==> config.mk <==
export PLATFORM = sky130hd
export DESIGN_NAME = bus_demultiplexer1to4_nbits_flat
export DESIGN_NICKNAME = d
export VERILOG_FILES = /design/src/rtl/bus_demultiplexer1to4_nbits_if.sv /design/src/rtl/bus_demultiplexer1to4_nbits.sv /design/src/flat_wrapper.sv
export SDC_FILE = /design/constraint.sdc
export NUM_CORES = 1
export LEC_CHECK = 0
export BUFFER_PORTS_ARGS = -buffer_cell sky130_fd_sc_hd__buf_4
export CAP_MARGIN = 40
export CORE_MARGIN = 4
export CORE_UTILIZATION = 50
export DETAILED_ROUTE_END_ITERATION = 6
export PLACE_DENSITY = 0.83
export SLEW_MARGIN = 10
export SYNTH_ARGS = -nofsm -noshare
export SYNTH_HDL_FRONTEND = slang
export SYNTH_SLANG_ARGS = --single-unit
==> constraint.sdc <==
create_clock -name clk -period 1.86 [get_ports clk]
set_clock_uncertainty 0.1 [all_clocks]
set_input_delay 0.372 -clock clk [delete_from_list [all_inputs] [get_ports clk]]
set_output_delay 0.372 -clock clk [all_outputs]
set_load 0.02 [all_outputs]
==> src/rtl/bus_demultiplexer1to4_nbits_if.sv <==
`default_nettype none
// ============================================================================
// bus_demultiplexer1to4_nbits_if : producer bus, four consumer channels, counters
// Revision: 1.0
// ============================================================================
interface bus_demultiplexer1to4_nbits_if #(
    parameter int BUS_WIDTH = 8,
    parameter int CNT_WIDTH = 8
);
    logic [BUS_WIDTH-1:0] A;
    logic [1:0]           SEL;
    logic                 IN_VALID;
    logic                 IN_READY;
    logic [BUS_WIDTH-1:0] Y0;
    logic [BUS_WIDTH-1:0] Y1;
    logic [BUS_WIDTH-1:0] Y2;
    logic [BUS_WIDTH-1:0] Y3;
    logic [3:0]           Y_VALID;
    logic [3:0]           Y_READY;
    logic                 CLR_CNT;
    logic [CNT_WIDTH-1:0] CNT0;
    logic [CNT_WIDTH-1:0] CNT1;
    logic [CNT_WIDTH-1:0] CNT2;
    logic [CNT_WIDTH-1:0] CNT3;

    modport slave (
        input  A, SEL, IN_VALID, Y_READY, CLR_CNT,
        output IN_READY, Y0, Y1, Y2, Y3, Y_VALID, CNT0, CNT1, CNT2, CNT3
    );

    modport master (
        output A, SEL, IN_VALID, Y_READY, CLR_CNT,
        input  IN_READY, Y0, Y1, Y2, Y3, Y_VALID, CNT0, CNT1, CNT2, CNT3
    );
endinterface
`default_nettype wire

==> src/rtl/bus_demultiplexer1to4_nbits.sv <==
`default_nettype none
// ============================================================================
// bus_demultiplexer1to4_nbits : registered 1-to-4 demux, valid/ready per channel
// Revision: 1.0
// ============================================================================
module bus_demultiplexer1to4_nbits #(
    parameter int BUS_WIDTH = 8,
    parameter int CNT_WIDTH = 8
) (
    input  wire logic                       clk,
    input  wire logic                       rst_n,
    bus_demultiplexer1to4_nbits_if.slave    bus
);
    logic [BUS_WIDTH-1:0] data_q [4];
    logic [CNT_WIDTH-1:0] cnt_q  [4];
    logic [3:0]           valid_q;
    logic                 in_ready;
    logic                 in_fire;
    logic [3:0]           out_fire;

    // Only the addressed channel can stall the producer.
    assign in_ready = ~valid_q[bus.SEL] | bus.Y_READY[bus.SEL];
    assign in_fire  = bus.IN_VALID & in_ready;
    assign out_fire = valid_q & bus.Y_READY;

    always_ff @(posedge clk or negedge rst_n) begin
        if (!rst_n) begin
            valid_q <= 4'b0000;
            for (int i = 0; i < 4; i++) begin
                data_q[i] <= '0;
                cnt_q[i]  <= '0;
            end
        end else begin
            for (int i = 0; i < 4; i++) begin
                // A load wins over a drain so a full channel can stream without a bubble.
                if (in_fire && (bus.SEL == 2'(i))) begin
                    data_q[i]  <= bus.A;
                    valid_q[i] <= 1'b1;
                end else if (out_fire[i]) begin
                    valid_q[i] <= 1'b0;
                end

                if (bus.CLR_CNT) begin
                    cnt_q[i] <= '0;
                end else if (out_fire[i]) begin
                    cnt_q[i] <= cnt_q[i] + CNT_WIDTH'(1);
                end
            end
        end
    end

    assign bus.IN_READY = in_ready;
    assign bus.Y_VALID  = valid_q;
    assign bus.Y0       = data_q[0];
    assign bus.Y1       = data_q[1];
    assign bus.Y2       = data_q[2];
    assign bus.Y3       = data_q[3];
    assign bus.CNT0     = cnt_q[0];
    assign bus.CNT1     = cnt_q[1];
    assign bus.CNT2     = cnt_q[2];
    assign bus.CNT3     = cnt_q[3];

endmodule
`default_nettype wire

==> src/flat_wrapper.sv <==
// flat-port wrapper written by rule: the top's interface ports become plain ports
module bus_demultiplexer1to4_nbits_flat 
#(
    parameter int BUS_WIDTH = 8,
    parameter int CNT_WIDTH = 8
)
  (clk, rst_n, bus_A, bus_SEL, bus_IN_VALID, bus_Y_READY, bus_CLR_CNT, bus_IN_READY, bus_Y0, bus_Y1, bus_Y2, bus_Y3, bus_Y_VALID, bus_CNT0, bus_CNT1, bus_CNT2, bus_CNT3);
  bus_demultiplexer1to4_nbits_if #(.BUS_WIDTH(BUS_WIDTH), .CNT_WIDTH(CNT_WIDTH)) bus_i ();
  input  wire logic clk;
  input  wire logic rst_n;
  input wire logic [$bits(bus_i.A)-1:0] bus_A;
  input wire logic [$bits(bus_i.SEL)-1:0] bus_SEL;
  input wire logic [$bits(bus_i.IN_VALID)-1:0] bus_IN_VALID;
  input wire logic [$bits(bus_i.Y_READY)-1:0] bus_Y_READY;
  input wire logic [$bits(bus_i.CLR_CNT)-1:0] bus_CLR_CNT;
  output wire logic [$bits(bus_i.IN_READY)-1:0] bus_IN_READY;
  output wire logic [$bits(bus_i.Y0)-1:0] bus_Y0;
  output wire logic [$bits(bus_i.Y1)-1:0] bus_Y1;
  output wire logic [$bits(bus_i.Y2)-1:0] bus_Y2;
  output wire logic [$bits(bus_i.Y3)-1:0] bus_Y3;
  output wire logic [$bits(bus_i.Y_VALID)-1:0] bus_Y_VALID;
  output wire logic [$bits(bus_i.CNT0)-1:0] bus_CNT0;
  output wire logic [$bits(bus_i.CNT1)-1:0] bus_CNT1;
  output wire logic [$bits(bus_i.CNT2)-1:0] bus_CNT2;
  output wire logic [$bits(bus_i.CNT3)-1:0] bus_CNT3;
  assign bus_i.A = bus_A;
  assign bus_i.SEL = bus_SEL;
  assign bus_i.IN_VALID = bus_IN_VALID;
  assign bus_i.Y_READY = bus_Y_READY;
  assign bus_i.CLR_CNT = bus_CLR_CNT;
  assign bus_IN_READY = bus_i.IN_READY;
  assign bus_Y0 = bus_i.Y0;
  assign bus_Y1 = bus_i.Y1;
  assign bus_Y2 = bus_i.Y2;
  assign bus_Y3 = bus_i.Y3;
  assign bus_Y_VALID = bus_i.Y_VALID;
  assign bus_CNT0 = bus_i.CNT0;
  assign bus_CNT1 = bus_i.CNT1;
  assign bus_CNT2 = bus_i.CNT2;
  assign bus_CNT3 = bus_i.CNT3;
  bus_demultiplexer1to4_nbits #(.BUS_WIDTH(BUS_WIDTH), .CNT_WIDTH(CNT_WIDTH)) u_core (.clk(clk), .rst_n(rst_n), .bus(bus_i));
endmodule
# Word level (Yosys, flattened, before mapping)
# Index checks and enable logic that the tools add are counted.
[word_totals]
in_bits = 18
reg_bits = 68
elab_cells = 57
output_inout_bits = 69
[classes]
muxes = 20
magnitude_cmp = 1
n_reduce_logical = 13
bitwise_logic = 4
n_eq_ne = 3
add_sub_neg = 4
[ops]
columns = ["operator", "count"]
rows = [
  ["2-to-1 mux 8 bit", 8],
  ["adder 8 x 1 -> 8 bit (second input constant)", 4],
  ["nonzero test 2 bit", 8],
  ["2-to-1 mux 1 bit", 10],
  ["bitwise AND 4 bit", 1],
  ["binary-select mux 1 bit (select 2 bit)", 2],
  ["== test 2 bit (second input constant)", 2],
  ["logical AND 1 bit", 4],
  ["less-than comparator 2 x 3 -> 1 bit (second input constant)", 1],
  ["== test 2 x 1 -> 1 bit (second input constant)", 1],
  ["zero test 2 bit", 1],
  ["bitwise AND 1 bit", 1],
  ["inverter 1 bit", 1],
  ["bitwise OR 1 bit", 1],
]

# Logic depth before layout (Yosys ltp)
# Gate-level depths: netlist of the first run.
[depth]
ltp_word = 7
ltp_mapped = 4

# Least setup slack after synthesis of the first run
# No wires, ideal clock.
[synth_path]
path_kind = "reg-to-output"
from = "register u_core.valid_q[3] (netlist: u_core.bus.Y_VALID[3])"
to = "output port bus_IN_READY"
stages_incl_launch_ff = 3
t_required_ps = 1388
arrival_ps = 1181
n_path_buf = 0
setup_slack_ps = 207
cell_sequence = "dfrtp_1 > nand2b_1 > mux4_2"
[synth_between]
elab_chain_len = 4
[synth_rtl]
columns = ["item", "line", "text"]
rows = [
  ["from (decl)", "bus_demultiplexer1to4_nbits.sv:16", "logic [3:0] valid_q;"],
  ["from (signal assigned)", "bus_demultiplexer1to4_nbits.sv:28", "valid_q <= 4'b0000;"],
  ["from (signal, indexed assignment)", "bus_demultiplexer1to4_nbits.sv:38", "valid_q[i] <= 1'b1;"],
  ["from (signal, indexed assignment)", "bus_demultiplexer1to4_nbits.sv:40", "valid_q[i] <= 1'b0;"],
  ["binary-select mux 1 bit (select 2 bit)", "bus_demultiplexer1to4_nbits.sv:22", "assign in_ready = ~valid_q[bus.SEL] | bus.Y_READY[bus.SEL];"],
  ["2-to-1 mux 1 bit (implied by the code)", "bus_demultiplexer1to4_nbits.sv:22", ""],
  ["inverter 1 bit", "bus_demultiplexer1to4_nbits.sv:22", ""],
  ["bitwise OR 1 bit", "bus_demultiplexer1to4_nbits.sv:22", ""],
  ["to (decl)", "flat_wrapper.sv:16", "output wire logic [$bits(bus_i.IN_READY)-1:0] bus_IN_READY;"],
]
# Every way passes these cells. The select of a mux whose other input is x is not followed.

# Worst setup path after layout of the first run
# Same ends and word-level chain as after synthesis.

==> results of run 1 <==
[per-layer routing]
metal | part of all wire | wire length (um) | track usage
met4 | 0.023 | 160 | 0.0964
met5 | 0 | 0 | 0
met3 | 0.083 | 578 | 0.0699
met2 | 0.47 | 3260 | 0.309
met1 | 0.43 | 2980 | 0.252
[worst register-to-register path, delay by kind of cell (launching register included)]
family	cells	cell delay, ns
buffers and inverters	1	0.12
flip-flops	1	0.38
multiplexers	1	0.40
AND/OR/NAND/NOR	2	0.51
[state kept, by name, indices dropped and copies added (netlist names)]
| signal | cells |
|---|---|
| u_core.bus.CNT2 | 8 |
| u_core.bus.Y_VALID | 4 |
| u_core.bus.CNT0 | 8 |
| u_core.bus.Y0 | 8 |
| u_core.bus.Y1 | 8 |
| u_core.bus.Y2 | 8 |
| u_core.bus.CNT3 | 8 |
| u_core.bus.CNT1 | 8 |
| u_core.bus.Y3 | 8 |
[cell usage in the layout (no fill, tap or decap), types with 9 or more instances in the layout]
cell type  netlist  final
clkbuf_8         0      9
or3_1           11     11
o21ai_0         13     13
nand3_1         10     10
nand2_1         17     17
inv_1           11     11
dfrtp_1         68     68
a21oi_1         21     21
mux2_2          35     35
nor2_1          11     11
buf_4            0     98
[power by group]
| group | internal [W] | total, W | switching (W) | leakage (nW) |
|---|---|---|---|---|
| Combinational | 0.000387 | 0.000823 | 0.000436 | 0.879 |
| Clock | 0.00102 | 0.00161 | 0.000583 | 0.129 |
| Sequential | 0.00164 | 0.00174 | 0.0000966 | 0.877 |
[timing repair]
| item | 4_1_cts | 5_1_grt |
|---|---|---|
| gates cloned | 0 | 0 |
| hold buffers | 1 | 0 |
| hold endpoints to repair | 26 | 0 |
| setup endpoints to repair | 1 | 1 |
| setup buffers | 1 | 2 |
| resized for setup | 1 | 0 |
[logic make-up after synthesis]
kind of cell	Yosys count
AOI/OAI and AO/OA	39
DFF	68
muxes	36
and+or+nand+nor	82
buffers and inverters	17
xor gates and xnor gates	8
adders and majority gates	4
[layout make-up]
type                            instances  area (um2)
Inverter                               11        41.3
Timing Repair Buffer                  101         777
Clock inverter                          6         138
Tap cell                               72        90.1
Sequential cell                        68        1700
Fill cell                             412        1560
Clock buffer                            9         124
Multi-Input combinational cell        169        1210
[metrics by stage]
stage | area (um2) | hold WS (ns)
floorplan | 2980 | -0.0236
global placement | 3780 | 0.218
detailed placement | 3780 | 0.219
CTS | 4060 | 0.167
global route | 4080 | 0.164
finish | 4080 | 0.179
[worst max path at each step]
stage	end	startpoint	slack, ns
detailed placement	bus_IN_READY	bus_Y_READY[1]	0.06
finish	bus_IN_READY	u_core.bus.Y_VALID[3]$_DFFE_PN0P_	-0.04
CTS	bus_IN_READY	u_core.bus.Y_VALID[1]$_DFFE_PN0P_	-0.06
floorplan	bus_IN_READY	u_core.bus.Y_VALID[3]$_DFFE_PN0P_	0.21
global route	bus_IN_READY	u_core.bus.Y_VALID[3]$_DFFE_PN0P_	-0.08
global placement	bus_IN_READY	bus_Y_READY[1]	0.06
==> results.md, run 1 <==
- Cell Rows: 27
- Fmax: 0.527 GHz
- RD Place Congestion: 0.795
- Crit path max-delay family: multiplexers
- Synth Area in Simple Gates: 0.155
- Sequential share of the synthesized area: 0.572
- Total clock sinks: 68
- Setup total negative slack: -0.0376 ns
- Worst EP required: 1.39 ns
- Drt initial violations: 93
- Synth top cells by count: dfrtp_1, mux2_2, a21oi_1
- CP Cell Sequence: nand2b_1 -> mux4_2 -> buf_6
- Mapped Area: 0.00298 mm2
- Most used DFF post-synth: dfrtp_1
- Top-count cell post-synth: dfrtp_1
- Vias in the first global route: 2374
- Clk slew on worst S/H paths: 0.08 ns
- Fraction of registers with async set/reset: 1.00
- Leak Pwr: 1.89 nW
- Vias per std cell: 5.45
- Post-Syn Instances: 254
- WP buf/inv: 1
- Initial antenna violation count: 0
- Tmin final: 1.90 ns
- Top cell type's share of synthesized area: 0.572
- Critical Path Max Stage Delay: 0.50 ns
- Worst r2r src: u_core.bus.Y_VALID[1]$_DFFE_PN0P_
- Post-Route WL: 6.97 mm
- Fin. Hold Viols: 0
- Ratio of cells with drive above 1 in the final layout: 0.426
- CTS tree: built
- Pwr dens: 1020 mW/mm2
- Port-buffer cells: 86
- Routed vias: 2378
- Setup Crit Path Kind: reg2out
- I/O pin count: 87
- Mux share of post-synthesis cell area: 0.140
- RSZ-0062 raised after global routing: true
- Syn Nets: 276
- Failing checks: negative setup slack
- Max FO, Critical Path: 2
- CTS Buf Count: 9
- Die Width: 85.1 um
- Status: finished with violations
- Worst min path class: in2reg
- Maximum level of the CTS H-tree: 3
- Clk_lat worst skew: 0.34 ns
- Post-layout util: 0.723
- DRT Pass-1 Iters: 4
- Largest net degree at the start of global routing: 36
- Placed cell count: 417
- Flop-to-flop setup slack: 0.25 ns
- Total power: 0.00416 W
- R2R depth: 4
- Die Area: 0.00725 mm2
- CP Depth: 3
- Maximum clock insertion buffer count: 2
- # nets final: 382
- CP arrival: 1.43 ns
- Final std cells w/o fill: 436
- # setup viols final: 1
- Post-synth EDFFs: 0
- Area growth syn-to-layout: 37.0%
- Final ANT Viol Nets: 0
- DPL Wire Length: 4.88 mm
- Adder-Cell Fraction of Synth Area: 0.0168
- Synth Area in XOR/XNOR: 0.0235
- Final Slew Violations: 0
- Worst setup SP type: flop
- Worst hold endpoint: u_core.bus.Y1[2]$_DFFE_PN0P_
- Distinct cell type count after synthesis: 27
- Core Region: 0.00564 mm2
- Critical path endpoint category: output port
- Warnings, synthesis: 0
- Synth area leader: dfrtp_1
- Residual DRC: 0
- Place WS: 0.0612 ns
- Final setup margin: -0.0376 ns
- Post-synthesis register bit count: 68
- GRT Overall Usage: 0.201
- Gr ovfl total: 0
- Synth Area in Compound Gates: 0.0698
- Initial core utilization: 0.527
- Main combinational cell family by area after synthesis: simple AND/OR/NAND/NOR gates
- Chip height: 85.1 um
- Worst VDD drop: 708 uV
- Min-Delay Path Depth: 2
- Worst slew pin tran: 0.427 ns
- Ratio of final minimum period to clock period: 1.02
- First-pass GRT wire length: 11.5 mm
- Hold Crit Start: bus_A[2]
- Max cap viols: 0
- R2r endpoint: u_core.bus.Y1[5]$_DFFE_PN0P_
- Avg WL per Cell: 16.0 um
- Avg Cell Area, Syn: 11.7 um2
- Clock root cell: clkbuf_8
- Antenna diode count: 0
- Slowest CP cell: mux4_2
- Max_slew headroom: 0.716
- Area contributors post-synth: dfrtp_1, mux2_2, a21oi_1, or3_1, o21ai_0
Power figures use the tool's default switching activity.
==> run 2, diff against run 1 <==
--- a/config.mk
+++ b/config.mk
@@ -5,12 +5,13 @@
 export SDC_FILE = /design/constraint.sdc
 export NUM_CORES = 1
 export LEC_CHECK = 0
+export ABC_AREA = 1
 export BUFFER_PORTS_ARGS = -buffer_cell sky130_fd_sc_hd__buf_4
 export CAP_MARGIN = 40
 export CORE_MARGIN = 4
 export CORE_UTILIZATION = 50
 export DETAILED_ROUTE_END_ITERATION = 6
-export PLACE_DENSITY = 0.83
+export PLACE_DENSITY = 0.81
 export SLEW_MARGIN = 10
 export SYNTH_ARGS = -nofsm -noshare
 export SYNTH_HDL_FRONTEND = slang
==> run 2 against run 1 <==
Against the previous run:
- sequential share of layout area fell by 3.9 points
- setup slack improved by 0.13 ns
- the flow now finishes without violations
- via count rose by 37%
- clock-buffer cell count rose by 1
- clock power fell by 16%
- cell count rose by 45%
- non-clock buffer count fell by 1
- synthesized cell count rose by 70%
- critical path depth rose by 3
- core utilization fell by 6.0 points
- critical path type unchanged
- total power fell by 4.9%
==> results.md, run 2 <==
- Die Width: 91.4 um
- Initial core utilization: 0.512
- Internal power: 0.00276 W
- Post-synthesis register bit count: 68
- Total clock sinks: 68
- Final Slew Violations: 0
- Warnings, synthesis: 0
- Critical path endpoint category: output port
- Gr ovfl total: 0
- Clk_lat worst skew: 0.34 ns
- Final std cells w/o fill: 633
- GRT Overall Usage: 0.214
- Clock power share: 0.345
- Vias per std cell: 5.14
- Filler Cells Inserted: 571
- Maximum level of the CTS H-tree: 3
- Sequential share of the synthesized area: 0.489
- Largest net degree at the start of global routing: 39
- Worst hold endpoint: u_core.bus.Y_VALID[3]$_DFFE_PN0P_
- Cell Rows: 30
- # nets final: 554
- Logic pwr share: 0.216
- Pwr dens: 880 mW/mm2
- DPL Wire Length: 6.38 mm
- Drt initial violations: 163
- Commonest non-fill, non-tap cells in the layout: nand2_1, buf_4, dfrtp_1
- Distinct cell type count after synthesis: 25
- Status: completed
- RD Place Congestion: 0.891
- Setup total negative slack: 0 ns
- Most used cell, CP: nand2_1
- I/O pin count: 87
- Worst VDD drop: 604 uV
- Core Region: 0.00679 mm2
- Sw frac: 0.303
- Initial antenna violation count: 0
- R2r endpoint: u_core.bus.Y2[6]$_DFFE_PN0P_
- Final ANT Viol Nets: 0
- Vias in the first global route: 3094
- Worst setup SP type: flop
- Chip height: 91.4 um
- Fraction of registers with async set/reset: 1.00
- Worst slew pin tran: 0.455 ns
- CTS tree: built
- Setup Crit Path Kind: reg2out
- Slowest CP cell: dfrtp_2
- Post-synth EDFFs: 0
- Worst min path class: in2reg
- Avg WL per Cell: 13.6 um
- DRT Pass-1 Iters: 4
- Top cell type's share of synthesized area: 0.489
- Max cap viols: 0
- Fin. Hold Viols: 0
- Total power: 0.00396 W
- # setup viols final: 0
- RSZ-0062 raised after global routing: false
- Antenna diode count: 0
- Max FO, Critical Path: 8
- Mapped Area: 0.00348 mm2
- Critical Path Max Stage Delay: 0.44 ns
- Maximum clock insertion buffer count: 2
- Avg Cell Area, Syn: 8.03 um2
- Routed vias: 3253
- Fmax: 0.566 GHz
- Synth area leader: dfrtp_1
- R2R depth: 10
- Hold Crit Start: bus_Y_READY[3]
- Residual DRC: 0
- Ratio of cells with drive above 1 in the final layout: 0.253
- Ratio of final minimum period to clock period: 0.950
- CP Cell Sequence: nand2_1 -> nand2_1 -> nand2_1 -> nand2_2 -> nand2_8 -> buf_4
- Post-Syn Instances: 433
- Sequential Power Share: 0.439
- Top-count cell post-synth: nand2_1
- Worst EP required: 1.39 ns
- Max_slew headroom: 0.696
- Area growth syn-to-layout: 29.5%
- CTS Buf Count: 9
- Area contributors post-synth: dfrtp_1, nand2_1, nand4_1, inv_1, nor2_1
- Clock root cell: clkbuf_8
- First-pass GRT wire length: 14.4 mm
- Post-Route WL: 8.64 mm
- Port-buffer cells: 86
- Clk slew on worst S/H paths: 0.07 ns
- Most used DFF post-synth: dfrtp_1
- Net Sw Power: 0.00120 W
- Flop-to-flop setup slack: 0.28 ns
- FF+latch area: 0.00170 mm2
- Syn Nets: 455
- Tmin final: 1.77 ns
- Commonest non-fill, non-tap cell in the layout: nand2_1
- Worst r2r src: u_core.bus.Y_VALID[0]$_DFFE_PN0P_
- Placed cell count: 609
- Synth top cells by count: nand2_1, dfrtp_1, inv_1
- Die Area: 0.00835 mm2
- Leak Pwr: 2.45 nW
- CP arrival: 1.29 ns
- Min-Delay Path Depth: 2
- Area of the multi-input gates: 0.00145 mm2
==> run 2: cell count changes after synthesis, moves of 8 or more <==
| cell | before | now |
|---|---|---|
| nor2_1 | 11 | 28 |
| a21oi_1 | 21 | 8 |
| inv_1 | 11 | 53 |
| mux2_2 | 35 | 0 |
| nand4_1 | 8 | 48 |
| nand2_1 | 17 | 141 |
| nand3_1 | 10 | 18 |
| or3_1 | 11 | 0 |
| nor3_1 | 0 | 16 |
==> run 2: per-stage QoR <==
| step | util | setup slack (ns) | cell area (um2) | hold slack (ns) |
|---|---|---|---|---|
| after floorplan | - | 0.286 | 3480 | -0.0236 |
| final | 0.663 | 0.0939 | 4500 | 0.117 |
| after global routing | 0.663 | 0.0157 | 4500 | 0.114 |
| after global placement | 0.620 | 0.216 | 4210 | 0.132 |
| after CTS | 0.656 | 0.000965 | 4460 | 0.107 |
| after detailed placement | 0.620 | 0.153 | 4210 | 0.130 |
==> run 2: repair_timing <==
item                                    in CTS  in global routing
gates resized for setup                      0                  1
endpoints found under the setup margin       1                  1
hold endpoints to repair                    10                  0
setup buffers                                1                  6
pin swaps                                    0                  1
hold buffers                                 1                  0
==> run 2: critical path, delay by kind of cell (launching register included) <==
family / cells / cell delay, ns
flops: 1 / 0.44
simple gates: 5 / 0.38
buf+inv: 1 / 0.14
==> run 2: kinds of logic after synthesis <==
| group | after synthesis | share of synthesized area |
|---|---|---|
| buffers and inverters | 72 | 0.0942 |
| flip-flops | 68 | 0.489 |
| AO/OA/AOI/OAI | 24 | 0.0345 |
| AND/OR/NAND/NOR | 265 | 0.368 |
| adder cells (fa/ha/maj) | 4 | 0.0144 |
==> run 2: power groups by stage <==
stage	clock network, W	logic [W]	registers, W
after global routing	0.00146	0.000934	0.00176
after CTS	0.00139	0.000852	0.00174
after detailed placement	0	0.000846	0.00176
after global placement	0	0.000823	0.00177
final	0.00136	0.000857	0.00174
after floorplan	0	0.000267	0.00194
==> run 2: per-layer routing <==
metal  share of wire  GRT usage
met3           0.066     0.0530
met1            0.43      0.277
met2            0.50      0.349
met4           0.011     0.0766
met5               0          0
==> run 2: layout make-up <==
| type | instances | area share |
|---|---|---|
| Clock buffer | 10 | 0.0306 |
| Inverter | 60 | 0.0506 |
| Clock inverter | 6 | 0.0194 |
| Timing Repair Buffer | 100 | 0.173 |
| Tap cell | 96 | 0.0267 |
| Sequential cell | 68 | 0.378 |
| Multi-Input combinational cell | 293 | 0.322 |
==> run 2: worst max-delay path by stage <==
| stage | start | end | depth (start not counted) | slack (ns) |
|---|---|---|---|---|
| after floorplan | bus_SEL[0] | bus_IN_READY | 7 | 0.29 |
| after global placement | bus_SEL[0] | bus_IN_READY | 8 | 0.22 |
| after detailed placement | bus_SEL[0] | u_core.bus.Y2[0]$_DFFE_PN0P_ | 11 | 0.15 |
| after CTS | u_core.bus.Y_VALID[0]$_DFFE_PN0P_ | bus_IN_READY | 6 | 0.001 |
| after global routing | u_core.bus.Y_VALID[0]$_DFFE_PN0P_ | bus_IN_READY | 6 | 0.02 |
| final | u_core.bus.Y_VALID[0]$_DFFE_PN0P_ | bus_IN_READY | 6 | 0.09 |
==> run 3, diff against run 2 <==
--- a/config.mk
+++ b/config.mk
@@ -11,6 +11,7 @@
 export CORE_MARGIN = 4
 export CORE_UTILIZATION = 50
 export DETAILED_ROUTE_END_ITERATION = 6
+export HOLD_SLACK_MARGIN = 0.06
 export PLACE_DENSITY = 0.81
 export SLEW_MARGIN = 10
 export SYNTH_ARGS = -nofsm -noshare
==> constraint.sdc (replaced) <==
create_clock -name clk -period 2.2 [get_ports clk]
set_clock_uncertainty 0.1 [all_clocks]
set_input_delay 0.44 -clock clk [delete_from_list [all_inputs] [get_ports clk]]
set_output_delay 0.44 -clock clk [all_outputs]
set_load 0.02 [all_outputs]
==> run 3 against run 2 <==
Against the previous run:
- cell count decreased by 1.4%
- die area unchanged
- sequential share of layout area rose by 0.47 points
- wire length shrank 2.7%
- total power is 14% lower
- combinational power fell by 18%
- sequential power shrank 16%
- setup slack improved by 0.16 ns
- non-clock buffer count fell by 9
- worst hold slack better by 0.077 ns
- first-iteration DRC count grew 6.1%
- critical endpoint unchanged
- largest cell class unchanged
- largest power group unchanged
- highest routed layer unchanged
==> results.md, run 3 (synthesized netlist as in run 2, its figures left out) <==
- Status: completed
- Max_slew headroom: 0.727
- Area growth syn-to-layout: 27.8%
- Fmax: 0.514 GHz
- Most used cell, CP: nand2_1
- DPL Wire Length: 6.35 mm
- Initial antenna violation count: 0
- Total power: 0.00341 W
- Place WS: 0.328 ns
- # setup viols final: 0
- # nets final: 545
- Maximum level of the CTS H-tree: 3
- Cell Rows: 30
- Worst VDD drop: 433 uV
- RD Place Congestion: 0.872
- Crit path max-delay family: simple AND/OR/NAND/NOR gates
- Maximum clock insertion buffer count: 2
- Ratio of cells with drive above 1 in the final layout: 0.237
- Filler Cells Inserted: 571
- Critical path endpoint category: output port
- Routed vias: 3186
- Commonest non-fill, non-tap cell in the layout: nand2_1
- First-pass GRT wire length: 14.3 mm
- DRT Pass-1 Iters: 4
- Die Width: 91.4 um
- Final Cell Area: 0.00444 mm2
- Chip height: 91.4 um
- Commonest non-fill, non-tap cells in the layout: nand2_1, buf_4, dfrtp_1
- Clock root cell: clkbuf_8
- Final ANT Viol Nets: 0
- Setup total negative slack: 0 ns
- Post-CTS Setup Inserts: 0
- Worst EP required: 1.66 ns
- Final setup margin: 0.255 ns
- Final Slew Violations: 0
- Post-Place Cell Area: 0.00419 mm2
- Pwr dens: 767 mW/mm2
- WP buf/inv: 1
- Residual DRC: 0
- Setup Crit Path Kind: reg2out
- Leak Pwr: 2.41 nW
- Initial core utilization: 0.512
- CTS Buf Count: 9
- CP arrival: 1.41 ns
- Clk slew on worst S/H paths: 0.08 ns
- Die Area: 0.00835 mm2
- Clk_lat worst skew: 0.34 ns
- Worst min path class: in2reg
- GRT Overall Usage: 0.212
- Total clock sinks: 68
- Vias in the first global route: 3047
- Tmin final: 1.95 ns
- Post-Route WL: 8.40 mm
- CTS resizes: 0
- Gr ovfl total: 0
- CP Cell Sequence: nand2_1 -> nand2_1 -> nand2_1 -> nand2_2 -> nand2_8 -> buf_4
- CTS tree: built
- Critical Path Max Stage Delay: 0.44 ns
- Vias per std cell: 5.11
- Worst slew pin tran: 0.409 ns
- Hold_buf cts: 1
- Largest net degree at the start of global routing: 54
- Antenna diode count: 0
- Avg WL per Cell: 13.5 um
- RSZ-0062 raised after global routing: false
- Port-buffer cells: 86
- Max cap viols: 0
- Post-layout util: 0.654
- Ratio of final minimum period to clock period: 0.884
- Core Region: 0.00679 mm2
- Max FO, Critical Path: 21
- Fin. Hold Viols: 0
- Drt initial violations: 173
- Slowest CP cell: dfrtp_1
- I/O pin count: 87
- Worst setup SP type: flop
==> run 3: cell types whose count changed in the layout (fill, tap and decap cells not counted) <==
cell / delta
bufinv_16: +1
clkbuf_1: +1
buf_12: -2
dfrtp_1: +1
buf_16: +1
clkbuf_8: -1
clkinv_2: -1
buf_4: -8
dfrtp_2: -1
==> run 3: final cells by class <==
type	count	area, um2	share of cell area
repair buffers	91	706	0.159
well taps	96	120	0.0270
clock inverters	6	113	0.0253
multi-input cells	293	1450	0.326
clock buffers	10	128	0.0287
flip-flops and latches	68	1700	0.383
inverters	60	228	0.0512
==> run 3: report_power, final <==
part           leakage [nW]  internal (W)  total (W)  switching, W
Sequential            0.898       0.00138    0.00147     0.0000945
Combinational          1.40      0.000272   0.000699      0.000428
Clock                 0.109      0.000753    0.00124      0.000482
==> run 3: path summary, 6_finish.rpt <==
path                                                    from                           endpoint  slack (ns)  depth (start not counted)
min reg2reg                     u_core.bus.Y1[6]$_DFFE_PN0P_       u_core.bus.Y1[6]$_DFFE_PN0P_        0.38                          2
max reg2reg                u_core.bus.Y_VALID[0]$_DFFE_PN0P_       u_core.bus.Y2[3]$_DFFE_PN0P_        0.57                          9
max in group asynchronous                              rst_n       u_core.bus.Y1[7]$_DFFE_PN0P_        1.08                          3
min in group asynchronous                              rst_n     u_core.bus.CNT1[7]$_DFFE_PN0P_        0.41                          2
max                        u_core.bus.Y_VALID[0]$_DFFE_PN0P_                       bus_IN_READY        0.26                          6
min                                           bus_Y_READY[3]  u_core.bus.Y_VALID[3]$_DFFE_PN0P_        0.19                          2
==> run 3: per-layer routing <==
metal / global-route usage / routed length (um)
met5: 0 / 0
met4: 0.0766 / 82
met3: 0.0431 / 463
met2: 0.353 / 4210
met1: 0.272 / 3650
==> run 3: metrics by stage <==
stage / std cells / hold slack [ns]
after floorplan: 433 / 0.0444
after global placement: 606 / 0.360
after detailed placement: 607 / 0.226
after CTS: 624 / 0.183
after global routing: 624 / 0.183
final: 624 / 0.194
